## src/rtl/fifo_rr_drain_pkg.sv

```systemverilog
// Shared types and helpers for the FIFO-bank round-robin drain stage.
// Holds the drain FSM state encoding and the index-width helper.
package fifo_rr_drain_pkg;

  typedef enum logic [1:0] {
    IDLE = 2'd0,
    CAP  = 2'd1,
    HOLD = 2'd2
  } drain_state_t;

  // Index width that never collapses to zero bits
  function automatic int clog2_min1(input int n);
    int w;
    w = 0;
    for (int i = 0; i < 31; i++) begin
      if ((1 << w) < n) w = w + 1;
    end
    return (w < 1) ? 1 : w;
  endfunction

endpackage

```

## src/rtl/fifo_rr_drain_if.sv

```systemverilog
// Bank-side read/empty/data signals plus the valid/ready output stream.
// Signal prefixes are from the drain stage's point of view (slave modport).
interface fifo_rr_drain_if #(
  parameter int DATA_WIDTH = 8,
  parameter int NUM_FIFOS  = 4
);
  import fifo_rr_drain_pkg::*;

  localparam int ID_WIDTH = clog2_min1(NUM_FIFOS);

  logic [NUM_FIFOS-1:0]            i_fifo_empty;
  logic [NUM_FIFOS*DATA_WIDTH-1:0] i_fifo_dout;
  logic [NUM_FIFOS-1:0]            o_fifo_rd_en;
  logic [NUM_FIFOS-1:0]            i_src_en;
  logic                            o_out_valid;
  logic                            i_out_ready;
  logic [DATA_WIDTH-1:0]           o_out_data;
  logic [ID_WIDTH-1:0]             o_out_id;

  modport slave (
    input  i_fifo_empty, i_fifo_dout, i_src_en, i_out_ready,
    output o_fifo_rd_en, o_out_valid, o_out_data, o_out_id
  );

  modport master (
    output i_fifo_empty, i_fifo_dout, i_src_en, i_out_ready,
    input  o_fifo_rd_en, o_out_valid, o_out_data, o_out_id
  );

endinterface

```

## src/rtl/fifo_rr_drain_rr_pick.sv

```systemverilog
// Combinational rotating-priority picker: first set request at or after ptr+1,
// wrapping around, found on a doubled request vector shifted down by ptr+1.
module rr_pick #(
  parameter int NUM_FIFOS = 4,
  parameter int ID_WIDTH  = 2
) (
  input  logic [NUM_FIFOS-1:0] i_req,
  input  logic [ID_WIDTH-1:0]  i_ptr,
  output logic                 o_gnt_valid,
  output logic [ID_WIDTH-1:0]  o_gnt_idx
);

  logic [2*NUM_FIFOS-1:0] w_req2;
  logic [2*NUM_FIFOS-1:0] w_shift;
  int                     w_start;

  always_comb begin
    w_req2      = {i_req, i_req};
    w_start     = (int'(i_ptr) >= NUM_FIFOS - 1) ? 0 : int'(i_ptr) + 1;
    w_shift     = w_req2 >> w_start;
    o_gnt_valid = |i_req;
    o_gnt_idx   = '0;
    // Descending scan so the lowest rotated position wins
    for (int k = 2*NUM_FIFOS - 1; k >= 0; k--) begin
      if (w_shift[k]) o_gnt_idx = ID_WIDTH'((w_start + k) % NUM_FIFOS);
    end
  end

endmodule

```

## src/rtl/fifo_rr_drain.sv

```systemverilog
// Drain stage for the multi-FIFO bank: round-robin reads of non-empty, enabled
// FIFOs, presented as one valid/ready stream tagged with the source index.
module fifo_rr_drain
  import fifo_rr_drain_pkg::*;
#(
  parameter int DATA_WIDTH = 8,
  parameter int NUM_FIFOS  = 4
) (
  input  logic          clk,
  input  logic          rst_n,
  fifo_rr_drain_if.slave bus
);

  localparam int ID_WIDTH = clog2_min1(NUM_FIFOS);

  drain_state_t          r_state;
  drain_state_t          w_next;
  logic [ID_WIDTH-1:0]   r_ptr;
  logic [ID_WIDTH-1:0]   r_sel;
  logic [DATA_WIDTH-1:0] r_data;
  logic [ID_WIDTH-1:0]   r_id;
  logic                  r_valid;

  logic [NUM_FIFOS-1:0]  w_elig;
  logic [NUM_FIFOS-1:0]  w_rd_en;
  logic                  w_gnt_valid;
  logic [ID_WIDTH-1:0]   w_gnt_idx;
  logic                  w_issue;
  logic [DATA_WIDTH-1:0] w_slice;

  assign w_elig = bus.i_src_en & ~bus.i_fifo_empty;

  rr_pick #(
    .NUM_FIFOS (NUM_FIFOS),
    .ID_WIDTH  (ID_WIDTH)
  ) u_pick (
    .i_req       (w_elig),
    .i_ptr       (r_ptr),
    .o_gnt_valid (w_gnt_valid),
    .o_gnt_idx   (w_gnt_idx)
  );

  always_comb begin
    w_next  = r_state;
    w_issue = 1'b0;
    case (r_state)
      IDLE: begin
        if (w_gnt_valid) begin
          w_issue = 1'b1;
          w_next  = CAP;
        end
      end
      CAP: w_next = HOLD;
      HOLD: begin
        if (r_valid && bus.i_out_ready) begin
          w_issue = w_gnt_valid;
          w_next  = w_gnt_valid ? CAP : IDLE;
        end
      end
      default: w_next = IDLE;
    endcase
  end

  // Read strobe is gated by rst_n so the bank never sees a read during reset
  always_comb begin
    w_rd_en = '0;
    for (int i = 0; i < NUM_FIFOS; i++) begin
      w_rd_en[i] = w_issue && rst_n && (w_gnt_idx == ID_WIDTH'(i));
    end
  end

  always_comb begin
    w_slice = '0;
    for (int i = 0; i < NUM_FIFOS; i++) begin
      if (r_sel == ID_WIDTH'(i)) w_slice = bus.i_fifo_dout[i*DATA_WIDTH +: DATA_WIDTH];
    end
  end

  always_ff @(posedge clk or negedge rst_n) begin
    if (!rst_n) begin
      r_state <= IDLE;
      r_ptr   <= ID_WIDTH'(NUM_FIFOS - 1);
      r_sel   <= '0;
      r_data  <= '0;
      r_id    <= '0;
      r_valid <= 1'b0;
    end else begin
      r_state <= w_next;
      if (w_issue) begin
        r_ptr <= w_gnt_idx;
        r_sel <= w_gnt_idx;
      end
      if (r_state == CAP) begin
        r_data  <= w_slice;
        r_id    <= r_sel;
        r_valid <= 1'b1;
      end else if (r_state == HOLD && r_valid && bus.i_out_ready) begin
        r_valid <= 1'b0;
      end
    end
  end

  assign bus.o_fifo_rd_en = w_rd_en;
  assign bus.o_out_valid  = r_valid;
  assign bus.o_out_data   = r_data;
  assign bus.o_out_id     = r_id;

endmodule
```

## src/flat_wrapper.sv

```systemverilog
// flat-port wrapper written by rule: the top's interface ports become plain ports
module fifo_rr_drain_flat import fifo_rr_drain_pkg::*;
#(
  parameter int DATA_WIDTH = 8,
  parameter int NUM_FIFOS  = 4
)
  (clk, rst_n, bus_i_fifo_empty, bus_i_fifo_dout, bus_i_src_en, bus_i_out_ready, bus_o_fifo_rd_en, bus_o_out_valid, bus_o_out_data, bus_o_out_id);
  fifo_rr_drain_if #(.DATA_WIDTH(DATA_WIDTH), .NUM_FIFOS(NUM_FIFOS)) bus_i ();
  input  logic clk;
  input  logic rst_n;
  input wire logic [$bits(bus_i.i_fifo_empty)-1:0] bus_i_fifo_empty;
  input wire logic [$bits(bus_i.i_fifo_dout)-1:0] bus_i_fifo_dout;
  input wire logic [$bits(bus_i.i_src_en)-1:0] bus_i_src_en;
  input wire logic [$bits(bus_i.i_out_ready)-1:0] bus_i_out_ready;
  output wire logic [$bits(bus_i.o_fifo_rd_en)-1:0] bus_o_fifo_rd_en;
  output wire logic [$bits(bus_i.o_out_valid)-1:0] bus_o_out_valid;
  output wire logic [$bits(bus_i.o_out_data)-1:0] bus_o_out_data;
  output wire logic [$bits(bus_i.o_out_id)-1:0] bus_o_out_id;
  assign bus_i.i_fifo_empty = bus_i_fifo_empty;
  assign bus_i.i_fifo_dout = bus_i_fifo_dout;
  assign bus_i.i_src_en = bus_i_src_en;
  assign bus_i.i_out_ready = bus_i_out_ready;
  assign bus_o_fifo_rd_en = bus_i.o_fifo_rd_en;
  assign bus_o_out_valid = bus_i.o_out_valid;
  assign bus_o_out_data = bus_i.o_out_data;
  assign bus_o_out_id = bus_i.o_out_id;
  fifo_rr_drain #(.DATA_WIDTH(DATA_WIDTH), .NUM_FIFOS(NUM_FIFOS)) u_core (.clk(clk), .rst_n(rst_n), .bus(bus_i));
endmodule
```

## config.mk

```make
export PLATFORM = sky130hd
export DESIGN_NAME = fifo_rr_drain_flat
export DESIGN_NICKNAME = d
export VERILOG_FILES = /design/src/rtl/fifo_rr_drain_pkg.sv /design/src/rtl/fifo_rr_drain_if.sv /design/src/rtl/fifo_rr_drain_rr_pick.sv /design/src/rtl/fifo_rr_drain.sv /design/src/flat_wrapper.sv
export SDC_FILE = /design/constraint.sdc
export NUM_CORES = 1
export LEC_CHECK = 0
export CORE_MARGIN = 3
export CORE_UTILIZATION = 41
export CTS_CLUSTER_DIAMETER = 50
export DETAILED_ROUTE_END_ITERATION = 10
export GPL_TIMING_DRIVEN = 0
export PLACE_DENSITY = 0.81
export SLEW_MARGIN = 5
export SYNTH_ARGS = -nofsm -noshare
export SYNTH_HDL_FRONTEND = slang
export SYNTH_SLANG_ARGS = --single-unit
```

## constraint.sdc

```tcl
create_clock -name clk -period 3.9 [get_ports clk]
set_input_delay 1.17 -clock clk [delete_from_list [all_inputs] [get_ports clk]]
set_output_delay 1.17 -clock clk [all_outputs]
set_load 0.005 [all_outputs]
```

; Word-level counts from Yosys, hierarchy flattened
; Cells that the tools add are included.
[totals]
regBits = 17
latchBits = 0
ram_bits = 0
rom_bits = 0
output_inout_bits = 15
wordCells = 64
mem_count = 0
[classes]
add_sub_neg = 8
multipliers = 0
div_mod_pow = 0
order_cmp = 1
n_eq_ne = 10
shifts = 1
n_mux = 22
bitwise = 2
reduce_logical = 14
[ops]
columns = op, n
row1 = 2-to-1 mux 8 bit, 4
row2 = 2-to-1 mux 2 bit, 10
row3 = "== test 2 bit, second input constant", 5
row4 = "adder 2 bit, second input constant", 4
row5 = logical AND 1 bit, 8
row6 = right shift 8 x 3 -> 8 bit, 1
row7 = "adder 2 x 1 -> 2 bit, second input constant", 3
row8 = "== test 2 x 1 -> 1 bit, second input constant", 3
row9 = logical NOT 2 bit, 3
row10 = one-hot mux 2 bit (3 select lines), 1
row11 = 2-to-1 mux 1 bit, 5
row12 = AND 4 bit, 1
row13 = "!= test 2 x 1 -> 1 bit, second input constant", 2
row14 = inverter 4 bit, 1
row15 = OR reduction 4 bit, 1
row16 = "adder 2 x 1 -> 3 bit, second input constant", 1
row17 = 2-to-1 mux 3 bit, 1
row18 = "greater-or-equal comparator 2 bit, second input constant", 1
row19 = one-hot mux 1 bit (2 select lines), 1
row20 = AND reduction 2 bit, 1
row21 = nonzero test 2 bit, 1

; Depth between registers and ports, before layout
[depth]
depth_word = 13
depth_mapped = 5

; By module
; Synthesis repeated with hierarchy kept, for this count alone.
[hier_totals]
hier_cells = 96
area_unflattened_um2 = 1033.5
[modules_own_cells]
columns = module, n_inst, cells_per_inst, area_each_um2, seq_area_each_um2
row1 = fifo_rr_drain, 1, 82, 949.7, 427.9
row2 = rr_pick, 1, 14, 83.8, 0.0

; Worst setup path before layout
; OpenSTA, ideal clock, no wires.
[synth_path]
path_kind = input port to output port
from = in bus_i_src_en[1]
to = out bus_o_fifo_rd_en[2]
t_arrival_ns = 1.980
required_time_ns = 2.730
setup_slack_ns = 0.750
cell_stages = 4
path_cell_list = nor2b_4 > a311oi_1 > o32a_1 > nor3b_1
[synth_via]
elab_chain_cells = 12
elab_cells_between_ends = 17
cone_classes = eq/ne (1) / shift (1) / mux (11) / bitwise (1) / reduce/logical (3)
[synth_rtl]
columns = item, line_no
row1 = from (decl), flat_wrapper.sv:13  ; input wire logic [$bits(bus_i.i_src_en)-1:0] bus_i_src_en;
row2 = AND 4 bit (*), fifo_rr_drain.sv:31  ; assign w_elig = bus.i_src_en & ~bus.i_fifo_empty;
row3 = right shift 8 x 3 -> 8 bit, fifo_rr_drain_rr_pick.sv:20  ; w_shift = w_req2 >> w_start;
row4 = 2-to-1 mux 2 bit (8 in a row), fifo_rr_drain_rr_pick.sv:25  ; if (w_shift[k]) o_gnt_idx = ID_WIDTH'((w_start + k) % NUM_FIFOS);
row5 = == test 2 bit, fifo_rr_drain.sv:68  ; w_rd_en[i] = w_issue && rst_n && (w_gnt_idx == ID_WIDTH'(i));
row6 = logical AND 1 bit (*), fifo_rr_drain.sv:68
row7 = to (decl), flat_wrapper.sv:15  ; output wire logic [$bits(bus_i.o_fifo_rd_en)-1:0] bus_o_fifo_rd_en;
; Mark *: on every way between the ends. The rest lies on a longest branch, timed or not.

; Final worst setup path
[layout_path]
from = in bus_i_fifo_empty[2]
to = out bus_o_fifo_rd_en[1]
[layout_via]
elab_chain_cells = 13
elab_cells_between_ends = 18
cone_classes = eq/ne (1) / shift (1) / mux (11) / bitwise (2) / reduce/logical (3)
[layout_rtl]
columns = item, line_no
row1 = from (decl), flat_wrapper.sv:11  ; input wire logic [$bits(bus_i.i_fifo_empty)-1:0] bus_i_fifo_empty;
row2 = inverter 4 bit (*), fifo_rr_drain.sv:31
row3 = AND 4 bit (*), fifo_rr_drain.sv:31
row4 = right shift 8 x 3 -> 8 bit, fifo_rr_drain_rr_pick.sv:20
row5 = 2-to-1 mux 2 bit (8 in a row), fifo_rr_drain_rr_pick.sv:25
row6 = == test 2 x 1 -> 1 bit, fifo_rr_drain.sv:68
row7 = logical AND 1 bit (*), fifo_rr_drain.sv:68
; Marked as above.

==> results.md <==
- Status: finished, final reports clean
- Maximum fanout along the worst path: 6
- First-pass DRT Iterations: 3
- Post-Route Utilization: 0.7771
- IR drop worst, VDD: 0.4460 mV
- CTS Buf Count: 3
- Hold-fix buffers at CTS: 0
- Syn nets: 118
- Ranking of synthesized cells by area: dfrtp_1 (36%), mux4_2 (17%), mux2_2 (15%)
- Critical path class: primary input to primary output
- Cell Area, Synth: 0.001052 sq mm
- Core ar.: 0.002318 sq mm
- CTS tree: built
- Ports: 58
- Dpl hpwl: 2.311 mm
- Chip height: 56.66 um
- GRT Residual Overflow: 0
- Synth Warn #: 0
- Post-layout min period: 3852 ps
- Req. time, crit path: 2730 ps
- Type of the most critical hold path: flop to flop
- Net Sw Frac: 0.3382
- Worst slew pin tran: 521.3 ps
- Pre-CTS WS: -806.7 ps
- GPL Wtd Cong: 0.7577
- Clk_lat worst skew: 300 ps
- Via count: 905
- NetSw: 0.3659 mW
- Post-route ant nets: 0
- Peak Freq: 259.6 MHz
- Logic pwr share: 0.608
- Clock root buffer: clkbuf_4
- Seq pwr share: 0.305
- Final Hold Fails: 0
- Hold_ws: 518.4 ps
- PwrDens: 600.5 mW/mm^2
- Post-Synthesis Cells: 74
- Total of max-cap violations: 0
- Post-synth top area share: 0.3567
- Routed WL per cell: 17.60 um
- Crit end category: primary output
- Die W: 56.66 um
- Clock Tree Buf Depth: 2
- Initial drt markers: 23
- Layout cells sized above 1: 0.4306
- Synth cell types: 26
- First-pass GRT wire length: 4.919 mm
- CP Launch Point: bus_i_fifo_empty[2]
- Synth Register Bits: 17
- Final setup viols: 0
- Sequential fraction of the synthesis area: 0.4067
- Die ar.: 0.003210 sq mm
- Num rows: 17
- ANT cells: 0
- Largest net degree at the start of global routing: 20
- Critical Path AT: 2680 ps
- # DRC: 0
- Vias per inst: 5.262
- Max Slew Vio Count: 0
- Syn Area/Cell: 14.22 sq um
- Number of global-route vias before repair: 1055
- Clk sinks: 17
- Final WL: 3.027 mm
- H-tree Lvls: 1
- Clock share of power: 0.088
- Int Pwr: 0.7160 mW
- Hold path startpoint: u_core.bus.o_out_id[0]$_DFFE_PN0P_
- Initial Util: 0.4539
- Setup ws final: 47.59 ps
- Lkg Pwr: 0.7551 nW
- Final Skew: 5.169 ps
- Crit start category: primary input
- Final nets: 189
- Relative slew slack: 0.6525
- Post-route cell area: 0.001802 sq mm
- IO Port Bufs: 57
- Largest area contributor in the netlist: dfrtp_1
- Placed standard-cell area: 0.001658 sq mm
- Clk slew on worst S/H paths: 90 ps
- Tot Pwr: 1.082 mW
- Initial antenna violation count: 0
- Area delta synth->final: 71.22%
- GRT Util Overall: 0.2001
- Reg2Reg Launch Point: u_core.r_ptr[0]$_DFFE_PN1P_
- Fin crit share: 0.9878
## state kept, by name, summed over array words and instances, names as in the netlist
signal and count:
u_core.bus.o_out_data 8, u_core.r_sel 2, u_core.bus.o_out_valid 1, u_core.r_state 2, u_core.bus.o_out_id 2, u_core.r_ptr 2
## metrics by stage
step | instances | setup TNS (ps)
global route | 172 | -55.11
global placement | 159 | -2506
detailed placement | 159 | -2675
CTS | 171 | 0
floorplan | 74 | 0
finish | 172 | 0
## layer usage
layer,routed length (um),vias to the layer above,global-route usage
li1,-,427,-
met1,1083,449,0.2198
met2,1773,23,0.3729
met3,127,6,0.05517
met4,43,0,0.05085
met5,0,-,0
## Yosys cell counts
cell	count
mux2_2	14
inv_1	4
nor2b_4	2
o221ai_1	2
nand2_1	2
a21oi_1	3
a311oi_4	1
dfrtp_1	15
nor2_2	2
a311oi_1	1
dfstp_2	2
a21o_2	1
ha_1	1
nor3_1	1
mux4_2	8
buf_6	1
o21ba_2	1
nor2_1	3
and4_1	1
clkbuf_1	1
nand2b_4	2
o32a_1	1
nor3b_1	2
buf_2	1
o311ai_0	1
a21boi_4	1
## path summary, 6_finish.rpt
path / cells past startpoint / slack [ps] / endpoint
min in group asynchronous: 1 / 910 / u_core.bus.o_out_data[4]$_DFFE_PN0P_
hold / removal: 1 / 520 / u_core.bus.o_out_id[0]$_DFFE_PN0P_
setup reg to reg: 6 / 2010 / u_core.r_sel[1]$_DFFE_PN0P_
setup / recovery: 7 / 50 / bus_o_fifo_rd_en[1]
hold reg to reg: 1 / 520 / u_core.bus.o_out_id[0]$_DFFE_PN0P_
max in group asynchronous: 1 / 2620 / u_core.r_ptr[1]$_DFFE_PN1P_
## cell type report
| class | instances | area, sq um |
|---|---|---|
| inverters | 4 | 15.01 |
| multi-input cells | 50 | 646.9 |
| repair buffers | 66 | 630.6 |
| flip-flops and latches | 17 | 427.9 |
| well taps | 28 | 35.03 |
| clock buffers | 4 | 26.28 |
| fillers | 148 | 516.7 |
| plain buffers | 3 | 20.02 |
## power groups by stage
stage                     combinational (mW)  sequential (mW)  clock, mW
after floorplan                        0.344            0.329          0
after global placement                 0.564            0.323          0
after detailed placement               0.590            0.334          0
after CTS                              0.652            0.331     0.0975
after global routing                   0.699            0.343      0.108
final                                  0.657            0.330     0.0950
## critical path, cell delays in order
cell and delay [ps]:
clkdlybuf4s50_1 480, nand2b_4 180, nor2_2 50, o32a_1 370, buf_4 150, nor3b_2 140
buf_2 130
## cell usage in the layout (no fill, tap or decap), types with 2 or more instances in the layout
cell             count
a21oi_1              2
buf_2                4
buf_4                8
buf_6                2
clkbuf_1             2
clkbuf_4             3
clkdlybuf4s50_1     49
dfrtp_1             15
dfstp_2              2
dlymetal6s2s_1       3
inv_1                4
mux2_2              14
mux4_2               8
nand2_1              2
nand2b_4             2
nor2_1               2
nor2_2               3
nor2b_4              2
nor3b_2              2
o221ai_2             2
## timing repair
| action | CTS | global route |
|---|---|---|
| gates resized for setup | 27 | 6 |
| setup endpoints to repair | 4 | 4 |
| buffers inserted | 8 | 1 |
| gates cloned | 0 | 0 |
| pin swaps | 5 | 3 |
## cells by family (layout without fill, tap and decap cells)
kind of cell | count (synthesis) | count (layout) | synth area share
flops | 17 | 17 | 0.4067
fa+ha+maj | 1 | 1 | 0.01189
simple gates | 15 | 15 | 0.1094
compound gates | 12 | 12 | 0.1177
buf+inv | 7 | 77 | 0.03328
mux | 22 | 22 | 0.3210
Note: power is estimated with default switching activity, not from simulation.
